File: config.mk
export PLATFORM = sky130hd
export DESIGN_NAME = spi_apb_cmd_master_flat
export DESIGN_NICKNAME = d
export VERILOG_FILES = /design/src/rtl/spi_apb_cmd_master_if.sv /design/src/rtl/spi_apb_cmd_master.sv /design/src/flat_wrapper.sv
export SDC_FILE = /design/constraint.sdc
export NUM_CORES = 1
export LEC_CHECK = 0
export BUFFER_PORTS_ARGS = -buffer_cell sky130_fd_sc_hd__buf_2
export CAP_MARGIN = 25
export CORE_ASPECT_RATIO = 1.5
export CORE_MARGIN = 3
export CORE_UTILIZATION = 50
export CTS_CLUSTER_DIAMETER = 100
export CTS_CLUSTER_SIZE = 10
export DETAILED_ROUTE_END_ITERATION = 10
export MAX_ROUTING_LAYER = met4
export PLACE_DENSITY = 0.93
export SKIP_CTS_REPAIR_TIMING = 1
export SYNTH_ARGS = -nofsm -noshare
export SYNTH_HDL_FRONTEND = slang
export SYNTH_SLANG_ARGS = --single-unit
File: constraint.sdc
create_clock -name HCLK -period 5.51 [get_ports HCLK]
set_clock_uncertainty 0.05 [all_clocks]
set_input_delay 1.102 -clock HCLK [delete_from_list [all_inputs] [get_ports HCLK]]
set_output_delay 1.102 -clock HCLK [all_outputs]
set_load 0.05 [all_outputs]
File: src/rtl/spi_apb_cmd_master_if.sv
// Bundle of the request/response stream and the APB3 bus around
// spi_apb_cmd_master.
//   req_*   : sequencer -> master request (valid/ready)
//   rsp_*   : master -> sequencer response (valid/ready)
//   P*      : APB3 initiator signals towards the SPI peripheral
//   busy    : master is not idle
// modport master = DUT view, modport slave = environment view.
interface spi_apb_cmd_master_if #(
  parameter int APB_ADDR_WIDTH = 12
);
  logic                      req_valid;
  logic                      req_ready;
  logic [APB_ADDR_WIDTH-1:0] req_addr;
  logic [31:0]               req_wdata;
  logic                      req_write;
  logic                      rsp_valid;
  logic                      rsp_ready;
  logic [31:0]               rsp_rdata;
  logic                      rsp_err;
  logic                      rsp_timeout;
  logic [APB_ADDR_WIDTH-1:0] PADDR;
  logic [31:0]               PWDATA;
  logic                      PWRITE;
  logic                      PSEL;
  logic                      PENABLE;
  logic [31:0]               PRDATA;
  logic                      PREADY;
  logic                      PSLVERR;
  logic                      busy;

  modport master (
    input  req_valid, req_addr, req_wdata, req_write, rsp_ready,
           PRDATA, PREADY, PSLVERR,
    output req_ready, rsp_valid, rsp_rdata, rsp_err, rsp_timeout,
           PADDR, PWDATA, PWRITE, PSEL, PENABLE, busy
  );

  modport slave (
    output req_valid, req_addr, req_wdata, req_write, rsp_ready,
           PRDATA, PREADY, PSLVERR,
    input  req_ready, rsp_valid, rsp_rdata, rsp_err, rsp_timeout,
           PADDR, PWDATA, PWRITE, PSEL, PENABLE, busy
  );
endinterface

File: src/rtl/spi_apb_cmd_master.sv
// APB3 initiator for the SPI master register block. Converts a valid/ready
// request stream into single APB transfers and returns one response per
// request. A PREADY timeout ends a stalled transfer with rsp_err/rsp_timeout.
// Ports:
//   HCLK   : clock, rising edge
//   HRESET : asynchronous active-high reset
//   bus    : spi_apb_cmd_master_if.master (request, response, APB, busy)
module spi_apb_cmd_master #(
  parameter int APB_ADDR_WIDTH = 12,
  parameter int TIMEOUT_CYCLES = 255
) (
  input logic                  HCLK,
  input logic                  HRESET,
  spi_apb_cmd_master_if.master bus
);
  localparam int CW = (TIMEOUT_CYCLES > 0) ? $clog2(TIMEOUT_CYCLES + 1) : 1;
  localparam bit TO_EN = (TIMEOUT_CYCLES != 0);
  localparam logic [CW-1:0] TO_LAST = TO_EN ? CW'(TIMEOUT_CYCLES - 1) : '0;

  typedef enum logic [1:0] {IDLE, SETUP, ACCESS, RESP} state_t;

  state_t                    state;
  logic [CW-1:0]             cnt;
  logic [APB_ADDR_WIDTH-1:0] paddr;
  logic [31:0]               pwdata, rdata;
  logic                      pwrite, psel, penable, rsp_valid, err, tmo, busy;
  logic                      timeout_hit;

  // cnt counts completed wait cycles in ACCESS; the last allowed one expires
  assign timeout_hit = TO_EN && (cnt == TO_LAST);

  // Depends on state and rsp_ready only, never on req_valid
  assign bus.req_ready   = (state == IDLE) | ((state == RESP) & bus.rsp_ready);
  assign bus.PADDR       = paddr;
  assign bus.PWDATA      = pwdata;
  assign bus.PWRITE      = pwrite;
  assign bus.PSEL        = psel;
  assign bus.PENABLE     = penable;
  assign bus.rsp_valid   = rsp_valid;
  assign bus.rsp_rdata   = rdata;
  assign bus.rsp_err     = err;
  assign bus.rsp_timeout = tmo;
  assign bus.busy        = busy;

  always_ff @(posedge HCLK or posedge HRESET) begin
    if (HRESET) begin
      state     <= IDLE;
      cnt       <= '0;
      paddr     <= '0;
      pwdata    <= '0;
      pwrite    <= 1'b0;
      psel      <= 1'b0;
      penable   <= 1'b0;
      rsp_valid <= 1'b0;
      rdata     <= '0;
      err       <= 1'b0;
      tmo       <= 1'b0;
      busy      <= 1'b0;
    end else begin
      case (state)
        IDLE: if (bus.req_valid) begin
          paddr  <= bus.req_addr;
          pwdata <= bus.req_wdata;
          pwrite <= bus.req_write;
          psel   <= 1'b1;
          busy   <= 1'b1;
          state  <= SETUP;
        end
        SETUP: begin
          penable <= 1'b1;
          cnt     <= '0;
          state   <= ACCESS;
        end
        ACCESS: begin
          // A ready slave wins over an expiring timeout in the same cycle
          if (bus.PREADY) begin
            rdata     <= pwrite ? 32'h0 : bus.PRDATA;
            err       <= bus.PSLVERR;
            tmo       <= 1'b0;
            psel      <= 1'b0;
            penable   <= 1'b0;
            rsp_valid <= 1'b1;
            state     <= RESP;
          end else if (timeout_hit) begin
            rdata     <= 32'h0;
            err       <= 1'b1;
            tmo       <= 1'b1;
            psel      <= 1'b0;
            penable   <= 1'b0;
            rsp_valid <= 1'b1;
            state     <= RESP;
          end else begin
            cnt <= cnt + 1'b1;
          end
        end
        RESP: if (bus.rsp_ready) begin
          rsp_valid <= 1'b0;
          if (bus.req_valid) begin
            // back-to-back: next request goes straight to SETUP
            paddr  <= bus.req_addr;
            pwdata <= bus.req_wdata;
            pwrite <= bus.req_write;
            psel   <= 1'b1;
            state  <= SETUP;
          end else begin
            busy  <= 1'b0;
            state <= IDLE;
          end
        end
        default: state <= IDLE;
      endcase
    end
  end
endmodule

File: src/flat_wrapper.sv
// flat-port wrapper written by rule: the top's interface ports become plain ports
module spi_apb_cmd_master_flat 
#(
  parameter int APB_ADDR_WIDTH = 12,
  parameter int TIMEOUT_CYCLES = 255
)
  (HCLK, HRESET, bus_req_valid, bus_req_addr, bus_req_wdata, bus_req_write, bus_rsp_ready, bus_PRDATA, bus_PREADY, bus_PSLVERR, bus_req_ready, bus_rsp_valid, bus_rsp_rdata, bus_rsp_err, bus_rsp_timeout, bus_PADDR, bus_PWDATA, bus_PWRITE, bus_PSEL, bus_PENABLE, bus_busy);
  spi_apb_cmd_master_if #(.APB_ADDR_WIDTH(APB_ADDR_WIDTH)) bus_i ();
  input logic HCLK;
  input logic HRESET;
  input wire logic [$bits(bus_i.req_valid)-1:0] bus_req_valid;
  input wire logic [$bits(bus_i.req_addr)-1:0] bus_req_addr;
  input wire logic [$bits(bus_i.req_wdata)-1:0] bus_req_wdata;
  input wire logic [$bits(bus_i.req_write)-1:0] bus_req_write;
  input wire logic [$bits(bus_i.rsp_ready)-1:0] bus_rsp_ready;
  input wire logic [$bits(bus_i.PRDATA)-1:0] bus_PRDATA;
  input wire logic [$bits(bus_i.PREADY)-1:0] bus_PREADY;
  input wire logic [$bits(bus_i.PSLVERR)-1:0] bus_PSLVERR;
  output wire logic [$bits(bus_i.req_ready)-1:0] bus_req_ready;
  output wire logic [$bits(bus_i.rsp_valid)-1:0] bus_rsp_valid;
  output wire logic [$bits(bus_i.rsp_rdata)-1:0] bus_rsp_rdata;
  output wire logic [$bits(bus_i.rsp_err)-1:0] bus_rsp_err;
  output wire logic [$bits(bus_i.rsp_timeout)-1:0] bus_rsp_timeout;
  output wire logic [$bits(bus_i.PADDR)-1:0] bus_PADDR;
  output wire logic [$bits(bus_i.PWDATA)-1:0] bus_PWDATA;
  output wire logic [$bits(bus_i.PWRITE)-1:0] bus_PWRITE;
  output wire logic [$bits(bus_i.PSEL)-1:0] bus_PSEL;
  output wire logic [$bits(bus_i.PENABLE)-1:0] bus_PENABLE;
  output wire logic [$bits(bus_i.busy)-1:0] bus_busy;
  assign bus_i.req_valid = bus_req_valid;
  assign bus_i.req_addr = bus_req_addr;
  assign bus_i.req_wdata = bus_req_wdata;
  assign bus_i.req_write = bus_req_write;
  assign bus_i.rsp_ready = bus_rsp_ready;
  assign bus_i.PRDATA = bus_PRDATA;
  assign bus_i.PREADY = bus_PREADY;
  assign bus_i.PSLVERR = bus_PSLVERR;
  assign bus_req_ready = bus_i.req_ready;
  assign bus_rsp_valid = bus_i.rsp_valid;
  assign bus_rsp_rdata = bus_i.rsp_rdata;
  assign bus_rsp_err = bus_i.rsp_err;
  assign bus_rsp_timeout = bus_i.rsp_timeout;
  assign bus_PADDR = bus_i.PADDR;
  assign bus_PWDATA = bus_i.PWDATA;
  assign bus_PWRITE = bus_i.PWRITE;
  assign bus_PSEL = bus_i.PSEL;
  assign bus_PENABLE = bus_i.PENABLE;
  assign bus_busy = bus_i.busy;
  spi_apb_cmd_master #(.APB_ADDR_WIDTH(APB_ADDR_WIDTH), .TIMEOUT_CYCLES(TIMEOUT_CYCLES)) u_core (.HCLK(HCLK), .HRESET(HRESET), .bus(bus_i));
endmodule
==> results of run 1 <==
## registers in the layout, indices dropped and copies added, names as in the netlist
register / flops
u_core.bus.PWDATA: 32
u_core.bus.rsp_rdata: 32
u_core.bus.PADDR: 12
u_core.cnt: 8
u_core.state: 2
u_core.bus.PENABLE: 1
u_core.bus.PSEL: 1
u_core.bus.PWRITE: 1
u_core.bus.busy: 1
u_core.bus.rsp_err: 1
u_core.bus.rsp_timeout: 1
u_core.bus.rsp_valid: 1
## layout by cell type, fill, tap and decap left out, types with 2 or more instances in the layout
cell type	synthesis	layout
clkinvlp_4	0	2
nand3_1	10	10
buf_2	10	166
mux2_1	8	8
or3_1	4	4
nand2_1	10	10
a22o_1	33	33
ha_1	7	7
nand2_2	2	2
dfrtp_1	93	93
clkinv_2	0	3
nand2b_1	2	2
nor2_1	3	2
xor2_1	2	2
a31o_2	3	3
inv_1	8	7
clkbuf_8	0	10
buf_4	0	2
a31oi_1	2	2
mux2_2	38	38
o21ai_0	6	6
a21oi_1	10	10
## through the flow
| stage | instance area, um^2 | util (%) |
|---|---|---|
| 2_1_floorplan | 3730 | - |
| 3_3_place_gp | 4650 | 64.4 |
| 6_report | 4840 | 66.9 |
| 3_5_place_dp | 4650 | 64.4 |
| 4_1_cts | 4820 | 66.7 |
| 5_1_grt | 4840 | 66.9 |
## logic make-up (layout without fill, tap and decap cells)
| kind of cell | Yosys count | in the layout | share of synthesized area (%) |
|---|---|---|---|
| xor gates and xnor gates | 2 | 2 | 0.469 |
| and+or+nand+nor | 36 | 36 | 5.09 |
| adders and majority gates | 7 | 7 | 2.34 |
| muxes | 47 | 47 | 14.1 |
| buffers and inverters | 20 | 192 | 2.35 |
| DFF | 93 | 93 | 62.3 |
| AOI/OAI and AO/OA | 62 | 62 | 13.3 |
## worst min path at each step
stage / start / end / slack, ns
final: u_core.bus.PWDATA[17] / u_core.bus.PWDATA[17] / 0.44
after global routing: u_core.bus.PADDR[5] / u_core.bus.PADDR[5] / 0.47
after CTS: u_core.bus.PWDATA[18] / u_core.bus.PWDATA[18] / 0.45
after detailed placement: u_core.bus.PWDATA[18] / u_core.bus.PWDATA[18] / 0.43
after global placement: u_core.bus.PWDATA[16] / u_core.bus.PWDATA[16] / 0.42
after floorplan: u_core.cnt[7] / u_core.cnt[7] / 0.47
## layer usage
metal / vias to the layer above / track usage, % / wire, um
li1: 1311 / - / -
met1: 1398 / 25.2 / 3460
met2: 131 / 37.5 / 4720
met3: 18 / 5.42 / 552
met4: 0 / 7.74 / 152
met5: - / - / 0
## area by class of cell
| cell class | count | area, um^2 | share of cell area (%) |
|---|---|---|---|
| Tap cell | 100 | 125 | 2.59 |
| Sequential cell | 93 | 2330 | 48.1 |
| Timing Repair Buffer | 169 | 866 | 17.9 |
| Clock inverter | 4 | 25.0 | 0.517 |
| Multi-Input combinational cell | 154 | 1320 | 27.3 |
| Inverter | 8 | 31.3 | 0.646 |
| Clock buffer | 11 | 141 | 2.92 |
==> out/metrics.csv, run 1 <==
metric;value;unit
hold_viol_final;0;
cts-root-buf;clkbuf_8;
timing.critical_path.to;bus_req_ready;
max_stage_delay;0.25;ns
cts_sinks;93;
fin_ws;2.72;ns
tns;0;ns
place.detailed.hpwl;6.60;mm
ctsHtreeMaxLevel;3;
tightest_slew;0.799;ns
maxSlewViolCount;0;
yosysUniqueCellTypes;33;
worst-path-max-fanout;4;
stdcell_count;539;
post-place-cells;523;
yosys_warnings;0;
cts_tree;done;
finalSetupViolations;0;
end_kind;output pin;
grt_util_all_layers;22.0;%
status;finished clean;
max_slew_margin;46.7;%
clock.fmax;0.359;GHz
r2r_start;u_core.state[0];
dieArea;8560;um^2
rsz0062_at_grt;no;
cp_top_family;buffers and inverters;
async_flop_share;100;%
vias;2858;
seq_area_frac_synth;62.3;%
drtIter0Drc;210;
avgSynthCellArea;14.0;um^2
rows;38;
hold_class;flop to flop;
syn2layout_area_growth;29.5;%
synth_common_cells;93 x dfrtp_1, 38 x mux2_2, 33 x a22o_1;
place.gp.congestion;0.824;
fp.dieH;112;um
wirelength;8.89;mm
synthMostInstantiatedCell;dfrtp_1;
critical_path_class;input port to output pin;
first_pass_iters;5;
finalCritPeriodShare;50.6;%
clk_latency;0.35;ns
syn_nets;357;
grt_pass1_vias;2880;
start_util;51.7;%
syn_area;3730;um^2
setup.worst_path.start;bus_rsp_ready;
synth-edff-count;0;
layout-drive-gt1-share;53.3;%
grt_max_degree;49;
die_w;76.6;um
nets;525;
synth_top_area_share;62.3;%
ant_nets;0;
clk_pin_slew;0.08;ns
hold_depth;1;
crit_arrival;1.64;ns
critical_path.slowest_cell;buf_2;
reg2regPathDepth;6;
cts_buffer_depth;2;
ys.flop_type;dfrtp_1;
synthTopCellsByArea;dfrtp_1 62%, mux2_2 11%, a22o_1 7.7%;
overflow;0;
ys_ff_latch;93;
io_pins;167;
synth_area_leader_cell;dfrtp_1;
maxCapViolations;0;
core_area;7230;um^2
r2r_end;u_core.state[1];
synthCells;267;
vias_per_cell;5.30;
cp-start-kind;input port;
drc;0;
pre_cts_ws;2.70;ns
crit_cells;4;
diodes;0;
holdWs;0.443;ns
grt_pass1_wl;14.3;mm
required;4.36;ns
numPortBuffers;166;
cts_buffers;9;
rrSetupSlack;3.28;ns
fin_crit;2.79;ns
cp_num_buf_inv;2;
fill_cells;541;
avgRoutedWirePerCell;16.5;um
antenna_found_initial;0;
crit_chain;buf_2 -> nand2_1 -> nand2_1 -> buf_2;
Power of run 1 is not shown: default switching activity piles up to over one toggle a cycle in this logic, so the estimate is an artifact.
==> run 2: changes to the inputs <==
--- a/config.mk
+++ b/config.mk
@@ -9,12 +9,12 @@
 export CAP_MARGIN = 25
 export CORE_ASPECT_RATIO = 1.5
 export CORE_MARGIN = 3
-export CORE_UTILIZATION = 50
+export CORE_UTILIZATION = 47
 export CTS_CLUSTER_DIAMETER = 100
 export CTS_CLUSTER_SIZE = 10
 export DETAILED_ROUTE_END_ITERATION = 10
 export MAX_ROUTING_LAYER = met4
-export PLACE_DENSITY = 0.93
+export PLACE_DENSITY = 0.89
 export SKIP_CTS_REPAIR_TIMING = 1
 export SYNTH_ARGS = -nofsm -noshare
 export SYNTH_HDL_FRONTEND = slang
==> constraint.sdc (replaced) <==
create_clock -name HCLK -period 2.6 [get_ports HCLK]
set_clock_uncertainty 0.05 [all_clocks]
set_input_delay 0.52 -clock HCLK [delete_from_list [all_inputs] [get_ports HCLK]]
set_output_delay 0.52 -clock HCLK [all_outputs]
set_load 0.05 [all_outputs]
==> run 2 against run 1 <==
Net effect:
- critical path depth stayed put
- via count is 0.38% lower
- sequential share of layout area is 1.9 points lower
- core utilization is 1.2 points lower
- global-route usage is 1.5 points lower
==> out/metrics.csv, run 2 (synthesis results as in run 1) <==
metric;value;unit;change
status;finished clean;;
clk_pin_slew;0.06;ns;-0.02 ns
cts_tree;done;;
crit_arrival;1.47;ns;-0.17 ns
finalCritPeriodShare;78.3;%;
worst-path-max-fanout;6;;+2
antenna_found_initial;0;;unchanged
diodes;0;;unchanged
final_area;5040;um^2;+4.1%
fp.dieH;115;um;+3.0%
io_pins;167;;unchanged
nets;527;;+0.38%
layout-drive-gt1-share;53.8;%;+0.54 points
avgRoutedWirePerCell;16.8;um;+1.8%
place.detailed.hpwl;6.87;mm;+4.0%
clock.fmax;0.491;GHz;
die_w;78.8;um;+2.9%
cts-root-buf;clkbuf_16;;
grt_util_all_layers;20.5;%;-1.5 points
finalSetupViolations;0;;unchanged
start_util;48.8;%;-2.9 points
tightest_slew;0.716;ns;-0.0825 ns
core_area;7660;um^2;+6.0%
dieArea;9070;um^2;+6.0%
fin_crit;2.04;ns;
max_slew_margin;52.1;%;+5.5 points
cts_buffers;9;;unchanged
place.gp.congestion;0.805;;-2.2%
ant_nets;0;;unchanged
cts_sinks;93;;unchanged
end_kind;output pin;;
wirelength;9.13;mm;+2.8%
required;2.03;ns;-2.33 ns
first_pass_iters;4;;-1
clk_latency;0.33;ns;-0.02 ns
rsz0062_at_grt;no;;
post-place-cells;528;;+0.96%
crit_chain;ha_1 -> nand2_1 -> nand2_1 -> buf_2;;
cts_buffer_depth;2;;unchanged
grt_pass1_vias;2823;;-2.0%
vias_per_cell;5.23;;-1.3%
final_common_cell;buf_2;;
syn2layout_area_growth;34.9;%;
maxCapViolations;0;;unchanged
vias;2847;;-0.38%
hold_class;input port to async pin;;
numPortBuffers;166;;unchanged
max_stage_delay;0.41;ns;+0.16 ns
critical_path.slowest_cell;dfrtp_1;;
cp-start-kind;flop;;
reg2regPathDepth;7;;+1
critical_path_class;flop to output pin;;
stdcell_count;544;;+0.93%
cp_common_cell;nand2_1;;
grt_max_degree;34;;-31%
layout_common_cells;166 x buf_2, 93 x dfrtp_1, 38 x mux2_2;;
maxSlewViolCount;0;;unchanged
grt_pass1_wl;14.0;mm;-2.1%
rows;39;;+2.6%
placed_area;4720;um^2;+1.4%
drtIter0Drc;146;;-30%
overflow;0;;unchanged
hold_viol_final;0;;unchanged
ctsHtreeMaxLevel;3;;unchanged
tns;0;ns;unchanged
drc;0;;unchanged
## run 2: worst max-delay path: cells and delay by family, from the launching register on
family	cells	cell delay [ns]
DFF	1	0.41
buffers and inverters	1	0.25
and+or+nand+nor	2	0.21
adders and majority gates	1	0.27
## run 2: final timing paths
path,from,end,slack (ns)
max,u_core.state[1],bus_req_ready,0.56
min,HRESET,u_core.bus.PADDR[0],0.25
max reg2reg,u_core.state[0],u_core.bus.PADDR[6],0.59
min reg2reg,u_core.bus.PWDATA[19],u_core.bus.PWDATA[19],0.44
max in group asynchronous,HRESET,u_core.bus.PWDATA[25],1.65
min in group HCLK,bus_PRDATA[10],u_core.bus.rsp_rdata[10],0.35
## run 2: per-layer routing
layer	track usage, %	vias up	routed length, um	share of wire [%]
li1	-	1325	-	-
met5	-	-	0	0
met3	4.55	6	652	7.1
met4	5.72	0	62	0.68
met2	34.8	114	4900	54
met1	24.5	1402	3520	39
## run 2: stage by stage
stage / util (%) / hold slack, ns / setup WS, ns
finish: 65.8 / 0.251 / 0.565
floorplan: - / 0.465 / 0.844
global placement: 61.6 / 0.418 / 0.699
detailed placement: 61.6 / 0.432 / 0.603
CTS: 65.8 / 0.274 / 0.564
global route: 65.8 / 0.296 / 0.477
## run 2: cell type report
type | instances | area (um^2)
Clock buffer | 12 | 267
Clock inverter | 4 | 55.1
Fill cell | 579 | 2620
Inverter | 8 | 33.8
Multi-Input combinational cell | 154 | 1320
Sequential cell | 93 | 2330
Tap cell | 102 | 128
Timing Repair Buffer | 171 | 906
Power of run 2 is left out for the same reason.
==> run 3: changes to the inputs <==
--- a/config.mk
+++ b/config.mk
@@ -9,12 +9,12 @@
 export CAP_MARGIN = 25
 export CORE_ASPECT_RATIO = 1.5
 export CORE_MARGIN = 3
-export CORE_UTILIZATION = 47
+export CORE_UTILIZATION = 42
 export CTS_CLUSTER_DIAMETER = 100
 export CTS_CLUSTER_SIZE = 10
 export DETAILED_ROUTE_END_ITERATION = 10
 export MAX_ROUTING_LAYER = met4
-export PLACE_DENSITY = 0.89
+export PLACE_DENSITY = 0.84
 export SKIP_CTS_REPAIR_TIMING = 1
 export SYNTH_ARGS = -nofsm -noshare
 export SYNTH_HDL_FRONTEND = slang
==> constraint.sdc (replaced) <==
create_clock -name HCLK -period 1.8 [get_ports HCLK]
set_clock_uncertainty 0.05 [all_clocks]
set_input_delay 0.36 -clock HCLK [delete_from_list [all_inputs] [get_ports HCLK]]
set_output_delay 0.36 -clock HCLK [all_outputs]
set_load 0.05 [all_outputs]
==> run 3 against run 2 <==
Net effect:
- core utilization fell by 2.9 points
- register-to-register slack got worse by 0.60 ns
- hold slack worse by 0.17 ns
- the run now ends with negative setup slack left
- design area is 6.2% higher
- via count is 3.2% higher
- die area is 11% higher
- clock-buffer cell count is 3 lower
- global-route usage down 2.5 points
- sequential cell count is the same
- first-iteration DRC count shrank 13%
- cell count is 4.6% higher
- wire length grew 5.1%
==> out/metrics.csv, run 3 (synthesis results as in run 1) <==
metric;value;unit;change
placed_area;4810;um^2;+2.0%
die_w;83.0;um;+5.3%
required;1.39;ns;-0.64 ns
place.detailed.hpwl;6.60;mm;-3.9%
drtIter0Drc;127;;-13%
fin_ws;-0.0286;ns;-0.593 ns
fp.dieH;121;um;+5.5%
grt_pass1_vias;2942;;+4.2%
antenna_found_initial;0;;unchanged
rsz0062_at_grt;yes;;
overflow;0;;unchanged
end_kind;output pin;;
finalCritPeriodShare;102;%;
cts_buffer_depth;2;;unchanged
rows;41;;+5.1%
nets;547;;+3.8%
syn2layout_area_growth;43.2;%;
layout-drive-gt1-share;58.2;%;+4.4 points
core_area;8520;um^2;+11%
grt_max_degree;68;;+100%
cts_buffers;9;;unchanged
grt_util_all_layers;18.0;%;-2.5 points
io_pins;167;;unchanged
clock.fmax;0.547;GHz;
ctsHtreeMaxLevel;3;;unchanged
finalSetupViolations;8;;+8
clk_pin_slew;0.07;ns;about the same
numPortBuffers;166;;unchanged
avgRoutedWirePerCell;16.9;um;+0.53%
first_pass_iters;4;;unchanged
tightest_slew;0.574;ns;-0.142 ns
cp-start-kind;flop;;
grt_pass1_wl;14.2;mm;+1.2%
vias_per_cell;5.17;;-1.3%
layout_common_cells;165 x buf_2, 93 x dfrtp_1, 38 x mux2_2;;
critical_path_class;flop to output pin;;
hold_class;input port to async pin;;
holdWs;0.0808;ns;-0.171 ns
final_common_cell;buf_2;;
hold_viol_final;0;;unchanged
clk_latency;0.34;ns;about the same
diodes;0;;unchanged
worst-path-max-fanout;4;;-2
place.gp.congestion;0.824;;+2.4%
maxCapViolations;0;;unchanged
violations;negative setup slack;;
crit_arrival;1.42;ns;-0.05 ns
status;finished, violations left;;
wirelength;9.60;mm;+5.1%
maxSlewViolCount;0;;unchanged
cts-root-buf;clkbuf_16;;
fin_crit;1.83;ns;
vias;2939;;+3.2%
cts_sinks;93;;unchanged
drc;0;;unchanged
max_slew_margin;61.7;%;+9.5 points
ant_nets;0;;unchanged
final_area;5350;um^2;+6.2%
dieArea;10100;um^2;+11%
cts_tree;done;;
start_util;43.9;%;-4.9 points
[run 3: cell types whose count changed in the layout (fill, tap and decap cells not counted), sizes merged]
cell,previous run,this run
inv,7,10
buf,171,188
[run 3: final timing paths]
kind,startpoint,end,slack [ns],cells after the start
max,u_core.state[1],bus_req_ready,-0.03,7
min,HRESET,u_core.cnt[4],0.08,3
max reg2reg,u_core.state[1],u_core.bus.PWDATA[21],-0.01,7
min reg2reg,u_core.bus.PWDATA[16],u_core.bus.PWDATA[16],0.44,1
max in group asynchronous,HRESET,u_core.bus.PADDR[1],1.35,3
min in group HCLK,bus_PRDATA[9],u_core.bus.rsp_rdata[9],0.18,2
[run 3: layout make-up]
cell class,count,area (um^2)
clock buffer,9,225
fill,668,3170
tap,107,134
timing repair buffer,191,1160
multi-input combinational,154,1380
inverter,8,36.3
sequential,93,2330
clock inverter,7,80.1
[run 3: critical path, cell delays in order (launching register included)]
cell and delay (ns):
dfrtp_1 0.42, buf_6 0.14, inv_4 0.06, ha_4 0.11
inv_2 0.04, buf_6 0.12, nand2_4 0.05, buf_8 0.14
[run 3: per-layer routing]
layer  part of all wire (%)  vias up  GRT usage [%]  routed length (um)
met1                     38     1443           21.1                3690
met5                      0        -              -                   0
li1                       -     1361              -                   -
met4                    1.4        0           5.73                 134
met2                     54      124           30.2                5150
met3                    6.5       11           4.96                 624
[run 3: metrics by stage]
stage / util [%] / setup slack [ns] / cells / TNS [ns]
final: 62.8 / -0.0286 / 569 / -0.0826
after global routing: 62.8 / -0.0919 / 569 / -1.96
after floorplan: - / 0.0441 / 267 / 0
after global placement: 56.2 / -0.158 / 543 / -6.80
after detailed placement: 56.5 / -0.0864 / 544 / -2.86
after CTS: 60.1 / -0.256 / 560 / -3.57
Power of run 3 is left out for the same reason.
